### config.mk
export PLATFORM = sky130hd
export DESIGN_NAME = riscy_mdu_seq
export DESIGN_NICKNAME = d
export VERILOG_FILES = /design/src/rtl/riscy_mdu_seq.sv
export SDC_FILE = /design/constraint.sdc
export NUM_CORES = 1
export LEC_CHECK = 0
export ABC_AREA = 1
export CORE_MARGIN = 4
export CORE_UTILIZATION = 45
export CTS_BUF_LIST = sky130_fd_sc_hd__clkbuf_4 sky130_fd_sc_hd__clkbuf_8
export DETAILED_ROUTE_END_ITERATION = 8
export GPL_TIMING_DRIVEN = 0
export PLACE_DENSITY = 0.68
export SYNTH_ARGS = -nofsm -noshare
export SYNTH_HDL_FRONTEND = slang
export SYNTH_SLANG_ARGS = --single-unit
### constraint.sdc
create_clock -name clk -period 7.6 [get_ports clk]
set_clock_uncertainty 0.2 [all_clocks]
set_input_delay 1.14 -clock clk [delete_from_list [all_inputs] [get_ports clk]]
set_output_delay 1.14 -clock clk [all_outputs]
set_load 0.01 [all_outputs]
### src/rtl/riscy_mdu_seq.sv
`default_nettype none
// ============================================================================
// Module      : riscy_mdu_seq
// Description : Iterative RV32M/RV64M multiply/divide unit. One radix-2
//               shift-add (multiply) or restoring shift-subtract (divide)
//               step per clock, valid/ready handshakes on both sides.
// Revision    : 1.0 - initial release
// ============================================================================
module riscy_mdu_seq #(
    parameter int XLEN = 32
) (
    input  logic            clk,
    input  logic            rst,
    input  logic            in_valid_i,
    output logic            in_ready_o,
    input  logic [2:0]      op_i,
    input  logic [XLEN-1:0] rs1_i,
    input  logic [XLEN-1:0] rs2_i,
    output logic            out_valid_o,
    input  logic            out_ready_i,
    output logic [XLEN-1:0] rd_o,
    output logic [3:0]      flags_o
);

    localparam int CW = (XLEN > 1) ? $clog2(XLEN) : 1;

    localparam logic [XLEN-1:0] c_ONE      = {{(XLEN-1){1'b0}}, 1'b1};
    localparam logic [XLEN-1:0] c_ALL_ONES = {XLEN{1'b1}};
    localparam logic [XLEN-1:0] c_MIN_NEG  = {1'b1, {(XLEN-1){1'b0}}};
    localparam logic [CW-1:0]   c_LAST     = CW'(XLEN - 1);

    typedef enum logic [1:0] {
        S_IDLE = 2'd0,
        S_CALC = 2'd1,
        S_FIX  = 2'd2,
        S_DONE = 2'd3
    } state_t;

    state_t              state_q, state_d;
    logic [CW-1:0]       cnt_q, cnt_d;
    logic [2:0]          op_q, op_d;
    logic [XLEN-1:0]     amag_q, amag_d;     // multiplicand, or dividend shifting into quotient
    logic [XLEN-1:0]     bmag_q, bmag_d;     // divisor magnitude
    logic [2*XLEN-1:0]   prod_q, prod_d;     // {accumulator, multiplier}
    logic [XLEN-1:0]     rem_q, rem_d;       // partial remainder
    logic                negq_q, negq_d;     // product / quotient must be negated
    logic                negr_q, negr_d;     // remainder must be negated (dividend sign)
    logic [XLEN-1:0]     rd_q, rd_d;
    logic [3:0]          flags_q, flags_d;
    logic                out_valid_q, out_valid_d;

    // Operand decode on the request bus
    logic            w_sgn_a;
    logic            w_sgn_b;
    logic            w_neg_a;
    logic            w_neg_b;
    logic [XLEN-1:0] w_mag_a;
    logic [XLEN-1:0] w_mag_b;
    logic            w_div_zero;
    logic            w_div_ovf;

    // Iteration datapath
    logic [XLEN:0]   w_mul_sum;
    logic [XLEN:0]   w_div_shift;
    logic [XLEN:0]   w_div_diff;

    // Sign-corrected results
    logic [2*XLEN-1:0] w_prod_fix;
    logic [XLEN-1:0]   w_quot_fix;
    logic [XLEN-1:0]   w_rem_fix;

    // Status flags always derive from the final rd value
    function automatic logic [3:0] f_flags(input logic [XLEN-1:0] r,
                                           input logic ovf, input logic dz);
        return {r[XLEN-1], (r == '0), dz, ovf};
    endfunction

    // Signedness: MULH and DIV/REM are signed x signed, MULHSU signed x unsigned
    always_comb begin
        w_sgn_a    = (op_i == 3'b001) || (op_i == 3'b010) ||
                     (op_i == 3'b100) || (op_i == 3'b110);
        w_sgn_b    = (op_i == 3'b001) || (op_i == 3'b100) || (op_i == 3'b110);
        w_neg_a    = w_sgn_a && rs1_i[XLEN-1];
        w_neg_b    = w_sgn_b && rs2_i[XLEN-1];
        w_mag_a    = w_neg_a ? ((~rs1_i) + c_ONE) : rs1_i;
        w_mag_b    = w_neg_b ? ((~rs2_i) + c_ONE) : rs2_i;
        w_div_zero = op_i[2] && (rs2_i == '0);
        w_div_ovf  = op_i[2] && !op_i[0] && (rs1_i == c_MIN_NEG) && (rs2_i == c_ALL_ONES);
    end

    // One shift-add or shift-subtract step, and the final sign fix-up
    always_comb begin
        w_mul_sum   = {1'b0, prod_q[2*XLEN-1:XLEN]} +
                      (prod_q[0] ? {1'b0, amag_q} : {(XLEN+1){1'b0}});
        w_div_shift = {rem_q, amag_q[XLEN-1]};
        w_div_diff  = w_div_shift - {1'b0, bmag_q};
        w_prod_fix  = negq_q ? ((~prod_q) + {{(2*XLEN-1){1'b0}}, 1'b1}) : prod_q;
        w_quot_fix  = negq_q ? ((~amag_q) + c_ONE) : amag_q;
        w_rem_fix   = negr_q ? ((~rem_q) + c_ONE) : rem_q;
    end

    // Next-state and datapath update for IDLE/CALC/FIX/DONE
    always_comb begin
        state_d     = state_q;
        cnt_d       = cnt_q;
        op_d        = op_q;
        amag_d      = amag_q;
        bmag_d      = bmag_q;
        prod_d      = prod_q;
        rem_d       = rem_q;
        negq_d      = negq_q;
        negr_d      = negr_q;
        rd_d        = rd_q;
        flags_d     = flags_q;
        out_valid_d = 1'b0;

        unique case (state_q)
            S_IDLE: begin
                if (in_valid_i) begin
                    op_d   = op_i;
                    amag_d = w_mag_a;
                    bmag_d = w_mag_b;
                    prod_d = {{XLEN{1'b0}}, w_mag_b};
                    rem_d  = '0;
                    negq_d = w_neg_a ^ w_neg_b;
                    negr_d = w_neg_a;
                    cnt_d  = '0;
                    if (w_div_zero) begin
                        rd_d    = op_i[1] ? rs1_i : c_ALL_ONES;
                        flags_d = f_flags(op_i[1] ? rs1_i : c_ALL_ONES, 1'b0, 1'b1);
                        state_d = S_DONE;
                    end else if (w_div_ovf) begin
                        rd_d    = op_i[1] ? '0 : rs1_i;
                        flags_d = f_flags(op_i[1] ? '0 : rs1_i, 1'b1, 1'b0);
                        state_d = S_DONE;
                    end else begin
                        state_d = S_CALC;
                    end
                end
            end
            S_CALC: begin
                if (!op_q[2]) begin
                    prod_d = {w_mul_sum, prod_q[XLEN-1:1]};
                end else if (!w_div_diff[XLEN]) begin
                    rem_d  = w_div_diff[XLEN-1:0];
                    amag_d = {amag_q[XLEN-2:0], 1'b1};
                end else begin
                    rem_d  = w_div_shift[XLEN-1:0];
                    amag_d = {amag_q[XLEN-2:0], 1'b0};
                end
                if (cnt_q == c_LAST) begin
                    cnt_d   = '0;
                    state_d = S_FIX;
                end else begin
                    cnt_d = cnt_q + CW'(1);
                end
            end
            S_FIX: begin
                unique case (op_q)
                    3'b000:                 rd_d = w_prod_fix[XLEN-1:0];
                    3'b001, 3'b010, 3'b011: rd_d = w_prod_fix[2*XLEN-1:XLEN];
                    3'b100, 3'b101:         rd_d = w_quot_fix;
                    default:                rd_d = w_rem_fix;
                endcase
                flags_d = f_flags(rd_d, 1'b0, 1'b0);
                state_d = S_DONE;
            end
            default: begin
                // out_valid trails DONE entry by one edge so rd/flags are settled first
                if (out_valid_q && out_ready_i) begin
                    state_d     = S_IDLE;
                    out_valid_d = 1'b0;
                end else begin
                    out_valid_d = 1'b1;
                end
            end
        endcase
    end

    // FSM state register
    always_ff @(posedge clk or posedge rst) begin
        if (rst) begin
            state_q <= S_IDLE;
        end else begin
            state_q <= state_d;
        end
    end

    // Datapath and output registers
    always_ff @(posedge clk or posedge rst) begin
        if (rst) begin
            cnt_q       <= '0;
            op_q        <= '0;
            amag_q      <= '0;
            bmag_q      <= '0;
            prod_q      <= '0;
            rem_q       <= '0;
            negq_q      <= 1'b0;
            negr_q      <= 1'b0;
            rd_q        <= '0;
            flags_q     <= '0;
            out_valid_q <= 1'b0;
        end else begin
            cnt_q       <= cnt_d;
            op_q        <= op_d;
            amag_q      <= amag_d;
            bmag_q      <= bmag_d;
            prod_q      <= prod_d;
            rem_q       <= rem_d;
            negq_q      <= negq_d;
            negr_q      <= negr_d;
            rd_q        <= rd_d;
            flags_q     <= flags_d;
            out_valid_q <= out_valid_d;
        end
    end

    assign in_ready_o  = (state_q == S_IDLE);
    assign out_valid_o = out_valid_q;
    assign rd_o        = rd_q;
    assign flags_o     = flags_q;

endmodule
`default_nettype wire

# ---- Word level (Yosys, flattened, before mapping)
# Index checks and enable logic that the tools add are counted.
dict set report word_totals {
  reg_bits 209
  latchBits 0
  ramBits 0
  rom_bits 0
  mem_count 0
}
dict set report op_classes {
  addsub 8
  n_mul 0
  div 0
  magnitude_cmp 0
  eq_ne 19
  shift 0
  muxes 40
  bitwise_logic 6
  reduce_logical 31
}
# op count
set ops {}
lappend ops {{two-way mux 32 bit} 16}
lappend ops {{two-way mux 64 bit} 3}
lappend ops {{one-hot mux 32 bit (2 select lines)} 3}
lappend ops {{adder 32 x 1 -> 32 bit (second input constant)} 4}
lappend ops {{zero test 32 bit} 4}
lappend ops {{NOT 32 bit} 4}
lappend ops {{one-hot mux 64 bit (2 select lines)} 1}
lappend ops {{one-hot mux 32 bit (3 select lines)} 1}
lappend ops {{adder 64 x 1 -> 64 bit (second input constant)} 1}
lappend ops {{== test 32 bit (second input constant)} 2}
lappend ops {{NOT 64 bit} 1}
lappend ops {{adder 32 x 32 -> 33 bit} 1}
lappend ops {{subtractor 33 x 32 -> 33 bit} 1}
lappend ops {{== test 3 bit (second input constant)} 4}
lappend ops {{two-way mux 4 bit} 3}
lappend ops {{AND reduction 3 bit} 4}
lappend ops {{two-way mux 2 bit} 5}
lappend ops {{two-way mux 5 bit} 2}
lappend ops {{one-hot mux 5 bit (2 select lines)} 1}
lappend ops {{== test 3 x 2 -> 1 bit (second input constant)} 3}
lappend ops {{!= test 2 bit (second input constant)} 4}
lappend ops {{one-hot mux 4 bit (2 select lines)} 1}
lappend ops {{logical AND 1 bit} 7}
lappend ops {{== test 3 x 1 -> 1 bit (second input constant)} 2}
lappend ops {{17 further kinds} 26}

# ---- Longest topological paths before layout
# Gate-level depths: netlist (run 1).
dict set report depth {
  depth_word 8
  ltp_mapped 19
}

# ---- Worst setup path after synthesis (run 1)
# Ideal clock, no wire load.
dict set report synth_path {
  path_kind {input to register}
  from {input port rs2_i[0]}
  to {register rd_q[3], in the netlist rd_o[3]}
  setup_time_ns 0.066
  t_arrival_ns 2.808
  required_time_ns 7.334
  slack_ns 4.527
  path_stages 18
  n_path_buf 2
  path_cell_list {inv_1 -> ha_1 -> nand2_1 -> nor2_4 -> nand3_2 -> nor2_4 -> nand3b_4 -> nor2_4 -> nand3_2 -> nor2_2 -> nand2_2 -> nor2_4 -> buf_6 -> buf_12 -> a21oi_2 -> o22ai_2 -> nand2_1 -> nand2_1}
}
dict set report synth_between {
  elab_chain_len 5
  elab_cells_between_ends 9
}
# item line_no
set synth_rtl {}
lappend synth_rtl {{start: declaration} 18} ;# input logic [XLEN-1:0] rs2_i,
lappend synth_rtl {{zero test 32 bit} 87} ;# w_div_zero = op_i[2] && (rs2_i == '0);
lappend synth_rtl {{logical AND 1 bit} 87}
lappend synth_rtl {{two-way mux 32 bit} 128} ;# if (w_div_zero) begin
lappend synth_rtl {{two-way mux 32 bit} 119} ;# if (in_valid_i) begin
lappend synth_rtl {{one-hot mux 32 bit (2 select lines)} 117} ;# unique case (state_q)
lappend synth_rtl {{end signal: assignment} 212} ;# rd_q <= rd_d;
lappend synth_rtl {{end: declaration} 48} ;# logic [XLEN-1:0] rd_q, rd_d;
# Parallel ways exist; a longest one is shown, timed or not. The select of a mux whose other input is x is not followed.
# A chain may end at the register's enable or synchronous reset.

# ---- Final worst setup path (run 1)
dict set report layout_path {
  from {input port in_valid_i}
  to {register prod_q[54]}
}
dict set report layout_between {
  elab_chain_len 2
}
# item line_no
set layout_rtl {}
lappend layout_rtl {{start: declaration} 14} ;# input logic in_valid_i,
lappend layout_rtl {{!= test 2 bit (no source line)} -}
lappend layout_rtl {{AND reduction 3 bit (no source line)} -}
lappend layout_rtl {{end signal: assignment} 208} ;# prod_q <= prod_d;
lappend layout_rtl {{end: declaration} 44} ;# logic [2*XLEN-1:0] prod_q, prod_d;
# Every way passes these cells.

==> results of run 1 <==
## per-stage QoR
| stage | setup WS [ns] | power, mW |
|---|---|---|
| after floorplan | 0.579 | 6.99 |
| after global placement | -2.15 | 9.71 |
| after detailed placement | 2.50 | 9.79 |
| after CTS | 3.19 | 11.3 |
| after global routing | 3.04 | 12.3 |
| final | 2.96 | 11.5 |
## cells in the final DEF, fill, tap and decap left out, types with 21 or more instances in the layout
cell             netlist  routed
nor2_1               399     399
nand2_1              872     872
clkbuf_1              78      78
a21oi_1              182     182
ha_1                  77      77
inv_1                359     358
nor3_1                26      26
xor2_1                63      63
nand4_1               48      48
o21ai_1               21      21
nand3_1              255     255
o221ai_1              45      45
clkdlybuf4s50_1        0     106
o21ai_0              297     297
clkbuf_8               0      55
o22ai_1               43      43
dfrtp_1              208     208
## cell type report
cell class / instances / area, um^2
diodes: 2 / 5.00
plain buffers: 110 / 483
clock buffers: 63 / 817
clock inverters: 14 / 210
fillers: 4587 / 20600
inverters: 374 / 1410
multi-input cells: 2504 / 12600
flip-flops and latches: 208 / 5200
well taps: 585 / 732
repair buffers: 107 / 1090
## cells by family (layout without fill, tap and decap cells)
kind of cell | Yosys count | count (layout) | synth area share (%)
other | 0 | 2 | 0
AND/OR/NAND/NOR | 1654 | 1654 | 34.9
flip-flops | 208 | 208 | 26.4
XOR/XNOR | 81 | 81 | 3.60
buffers and inverters | 484 | 668 | 9.58
adder cells (fa/ha/maj) | 81 | 81 | 5.20
AO/OA/AOI/OAI | 688 | 688 | 20.3
## path summary, 6_finish.rpt
path / from / endpoint / slack (ns) / cells after the start
setup / recovery: in_valid_i / prod_q[54] / 2.96 / 12
hold / removal: rd_o[12] / rd_o[12] / 0.28 / 2
setup reg to reg: state_q[0] / prod_q[54] / 3.07 / 13
hold reg to reg: rd_o[12] / rd_o[12] / 0.28 / 2
max in group asynchronous: rst / rd_o[30] / 5.31 / 3
min in group asynchronous: rst / prod_q[34] / 0.84 / 2
## worst max-delay path: stages
cell and delay, ns:
clkdlybuf4s50_1 0.45, nand2_1 0.36, inv_2 0.23, a21oi_2 0.39, inv_1 0.19, nand2_1 0.59
nor2_2 0.29, inv_2 0.35, clkbuf_1 0.59, a21oi_1 0.07, o21ai_0 0.14, o21ai_0 0.12
## flip-flops by register name, summed over array words and instances (netlist names)
name	count
amag_q	32
bmag_q	32
cnt_q	5
flags_o	3
negq_q	1
negr_q	1
op_q	3
out_valid_o	1
prod_q	64
rd_o	32
rem_q	32
state_q	2
## where the power goes
part           internal, mW  switching [mW]  leakage (nW)
logic                  2.29            5.72          7.78
registers              1.56           0.529          2.71
clock network         0.863           0.574         0.539
## per-layer routing
| metal | track usage, % | vias to the layer above | routed length (um) |
|---|---|---|---|
| li1 | - | 10900 | - |
| met5 | 0 | - | 11 |
| met3 | 8.14 | 251 | 8640 |
| met2 | 61.6 | 1282 | 41500 |
| met4 | 17.7 | 2 | 5120 |
| met1 | 48.9 | 11100 | 37100 |
==> impl_metrics.json, run 1 <==
{
  "ys_warn_count": 0,
  "leakagePower_nw": 11.0,
  "synth_edf_count": 0,
  "worst_slew_pin_slew_ns": 1.00,
  "place_area_um2": 21500,
  "clock_sinks": 208,
  "end_kind": "flop",
  "core_area_um2": 43200,
  "die_w_um": 217,
  "syn_to_final_growth_pct": 14.5,
  "dp_cells": 3888,
  "yosysMostFrequentCell": "nand2_1",
  "antenna_found_initial": 4,
  "grt-ovfl-total": 0,
  "max_freq_ghz": 0.215,
  "fp.dieH_um": 217,
  "synth.net_count": 3346,
  "postLayoutCoreUtil_pct": 52.3,
  "dp_hpwl_um": 75600,
  "cts_max_level": 2,
  "peakVddDrop_mv": 0.352,
  "async_flop_share_pct": 100,
  "worstSetupStartpointType": "primary input",
  "ctsResizeCount": 0,
  "drt_iter0_drc": 2870,
  "synth_flop_cell": "dfrtp_1",
  "wl_um": 92400,
  "place_congestion": 1.03,
  "p_per_area_nw_per_um2": 511,
  "grt_max_degree": 114,
  "grt.total_usage_pct": 38.1,
  "cts_tree": "built",
  "synth_seq_cells": 208,
  "period_share_pct": 61.1,
  "rsz0062_at_grt": "false",
  "num_vias": 23600,
  "route.detailed.drc": 0,
  "syn_area_um2": 19700,
  "ys_seq_area_share_pct": 26.4,
  "slew_headroom_pct": 33.2,
  "io_pins": 109,
  "drive_gt1_share_pct": 4.85,
  "yosys.area.top_type": "dfrtp_1",
  "yosysTopAreaCellShare_pct": 26.4,
  "setup_viol": 0,
  "slew_violations": 0,
  "synth.avg_cell_area_um2": 6.16,
  "postRouteAntennaNets": 0,
  "postLayoutCellArea_um2": 22600,
  "hold_ws_ns": 0.281,
  "numCtsBuffers": 43,
  "io_buffers": 106,
  "first_pass_iters": 7,
  "synth_cell_type_count": 58,
  "synth.area.top_cells": "dfrtp_1 26%, nand2_1 17%, nor2_1 7.6%",
  "critical_path_required_ns": 7.90,
  "ys_top_cells_by_count": "872 x nand2_1, 399 x nor2_1, 359 x inv_1, 297 x o21ai_0, 255 x nand3_1",
  "grt_pass1_vias": 22300,
  "fin_setup_tns_ns": 0,
  "clock_latency_ns": 0.64,
  "cts.root.buffer_cell": "clkbuf_8",
  "hold_viol": 0,
  "wl_per_cell_um": 23.3,
  "nets": 3498,
  "final.min_clock_period_ns": 4.64,
  "path_clk_slew_ns": 0.06,
  "initial_utilization_pct": 45.6,
  "cts_buffer_depth": 3,
  "grt_pass1_wl_um": 138000,
  "postCtsHoldBufs": 0,
  "rows": 76,
  "synth_cells": 3196,
  "path_max_fanout": 10,
  "cp.arrival_ns": 4.95,
  "post_cts_buffers": 0,
  "min_path_type": "flop to flop",
  "critical_path_class": "primary input to flop",
  "drv_cap": 0,
  "die_area_um2": 47200,
  "status": "completed",
  "routed_via_density": 5.96,
  "finalNonFillerCells": 3967
}
Power figures use the tool's default switching activity.
==> run 2: changes to the inputs <==
==> constraint.sdc (replaced) <==
create_clock -name clk -period 4.8 [get_ports clk]
set_clock_uncertainty 0.2 [all_clocks]
set_input_delay 0.72 -clock clk [delete_from_list [all_inputs] [get_ports clk]]
set_output_delay 0.72 -clock clk [all_outputs]
set_load 0.01 [all_outputs]
==> impl_metrics.json, run 2 (synthesis results as in run 1) <==
{
  "antenna_found_initial": 1,
  "post_cts_buffers": 0,
  "core_area_um2": 43200,
  "min-delay-start": "rd_o[22]",
  "grt.total_usage_pct": 37.1,
  "reg2reg_depth": 13,
  "status": "completed",
  "rrSetupSlack_ns": 0.45,
  "die_w_um": 217,
  "route.detailed.drc": 0,
  "dp_slack_ns": 0.258,
  "r2r_end": "prod_q[48]",
  "die_area_um2": 47200,
  "worstSetupStartpointType": "flop",
  "num_vias": 23500,
  "postCtsHoldBufs": 0,
  "period_share_pct": 90.7,
  "min_to": "rd_o[22]",
  "drt_iter0_drc": 2759,
  "grt-ovfl-total": 0,
  "end_kind": "flop",
  "critical_path_required_ns": 5.05,
  "postRouteAntennaNets": 0,
  "drv_cap": 0,
  "largest_reg_flops": 64,
  "slew_headroom_pct": 8.53,
  "routed_via_density": 5.92,
  "cts_buffer_depth": 3,
  "first_pass_iters": 6,
  "final_cell_mix": "872 x nand2_1, 399 x nor2_1, 358 x inv_1",
  "hold_ws_ns": 0.283,
  "clock_sinks": 208,
  "slew_violations": 0,
  "min_path_type": "flop to flop",
  "wl_per_cell_um": 22.6,
  "grt_max_degree": 43,
  "fp.dieH_um": 217,
  "grt_pass1_vias": 22400,
  "leakagePower_nw": 11.0,
  "peakVddDrop_mv": 0.486,
  "rsz0062_at_grt": "false",
  "io_buffers": 106,
  "p_per_area_nw_per_um2": 795,
  "cts_tree": "built",
  "grt_pass1_wl_um": 135000,
  "nets": 3501,
  "max_freq_ghz": 0.230,
  "setup_viol": 0,
  "io_pins": 109,
  "largest_register": "prod_q",
  "numCtsBuffers": 42,
  "cts_max_level": 2,
  "ctsResizeCount": 0,
  "hold_viol": 0,
  "initial_utilization_pct": 45.6,
  "syn_to_final_growth_pct": 14.3,
  "final_common_cell": "nand2_1",
  "rr_startpoint": "state_q[0]",
  "cp.arrival_ns": 4.60,
  "dp_hpwl_um": 73700,
  "path_max_fanout": 10,
  "setup_slack_ns": 0.447,
  "worst_slew_pin_slew_ns": 1.36,
  "wl_um": 89800,
  "rows": 76,
  "drive_gt1_share_pct": 4.88,
  "critical_path_class": "flop to flop",
  "whs_path_depth": 2,
  "clock_latency_ns": 0.63,
  "cts.root.buffer_cell": "clkbuf_8",
  "final.min_clock_period_ns": 4.35,
  "place_congestion": 1.08,
  "path_clk_slew_ns": 0.06
}
## run 2: stage by stage
step	area [um^2]	util, %	power (mW)	instances	setup TNS (ns)
detailed placement	21600	50.0	15.3	3892	0
floorplan	19700	-	11.1	3196	0
CTS	22500	52.2	17.5	3966	0
global placement	21500	49.8	15.2	3887	-107.01
global route	22500	52.2	19.2	3966	0
finish	22500	52.2	17.9	3967	0
## run 2: layout make-up
class / instances / area [um^2]
Buffer: 110 / 483
Clock buffer: 63 / 811
Fill cell: 4543 / 20600
Sequential cell: 208 / 5200
Clock inverter: 11 / 116
Antenna cell: 1 / 2.50
Multi-Input combinational cell: 2504 / 12600
Timing Repair Buffer: 111 / 1160
Inverter: 374 / 1410
Tap cell: 585 / 732
## run 2: worst max-delay path by stage
stage / start / end / slack (ns) / cells after the start
floorplan: rst / amag_q[0] / 1.18 / 1
finish: state_q[0] / prod_q[48] / 0.45 / 13
global route: state_q[0] / prod_q[54] / 0.38 / 13
CTS: state_q[0] / prod_q[54] / 0.65 / 13
global placement: rst / rd_o[23] / -0.56 / 2
detailed placement: in_valid_i / prod_q[54] / 0.26 / 12
## run 2: worst max-delay path, stage by stage (launching register included)
cell and delay [ns]:
dfrtp_1 0.42, inv_1 0.08, ha_1 0.29, nand2_1 0.38, inv_2 0.23, a21oi_2 0.36, inv_1 0.19, nand2_1 0.47
nor2_2 0.26, inv_2 0.33, clkbuf_1 0.61, a21oi_1 0.06, o21ai_0 0.14, o21ai_1 0.11
## run 2: power breakdown
group	internal, mW	switching [mW]	leakage, nW
registers	2.46	0.840	2.71
logic	3.62	8.91	7.81
clock network	1.19	0.884	0.488
total	7.28	10.6	11.0
## run 2: layer usage
| layer | GRT usage [%] | part of all wire, % | up-vias |
|---|---|---|---|
| met1 | 50.7 | 42 | 11100 |
| met4 | 16.4 | 5.0 | 0 |
| met5 | 0 | 0 | - |
| met2 | 58.0 | 44 | 1217 |
| li1 | - | - | 10900 |
| met3 | 6.17 | 8.9 | 220 |
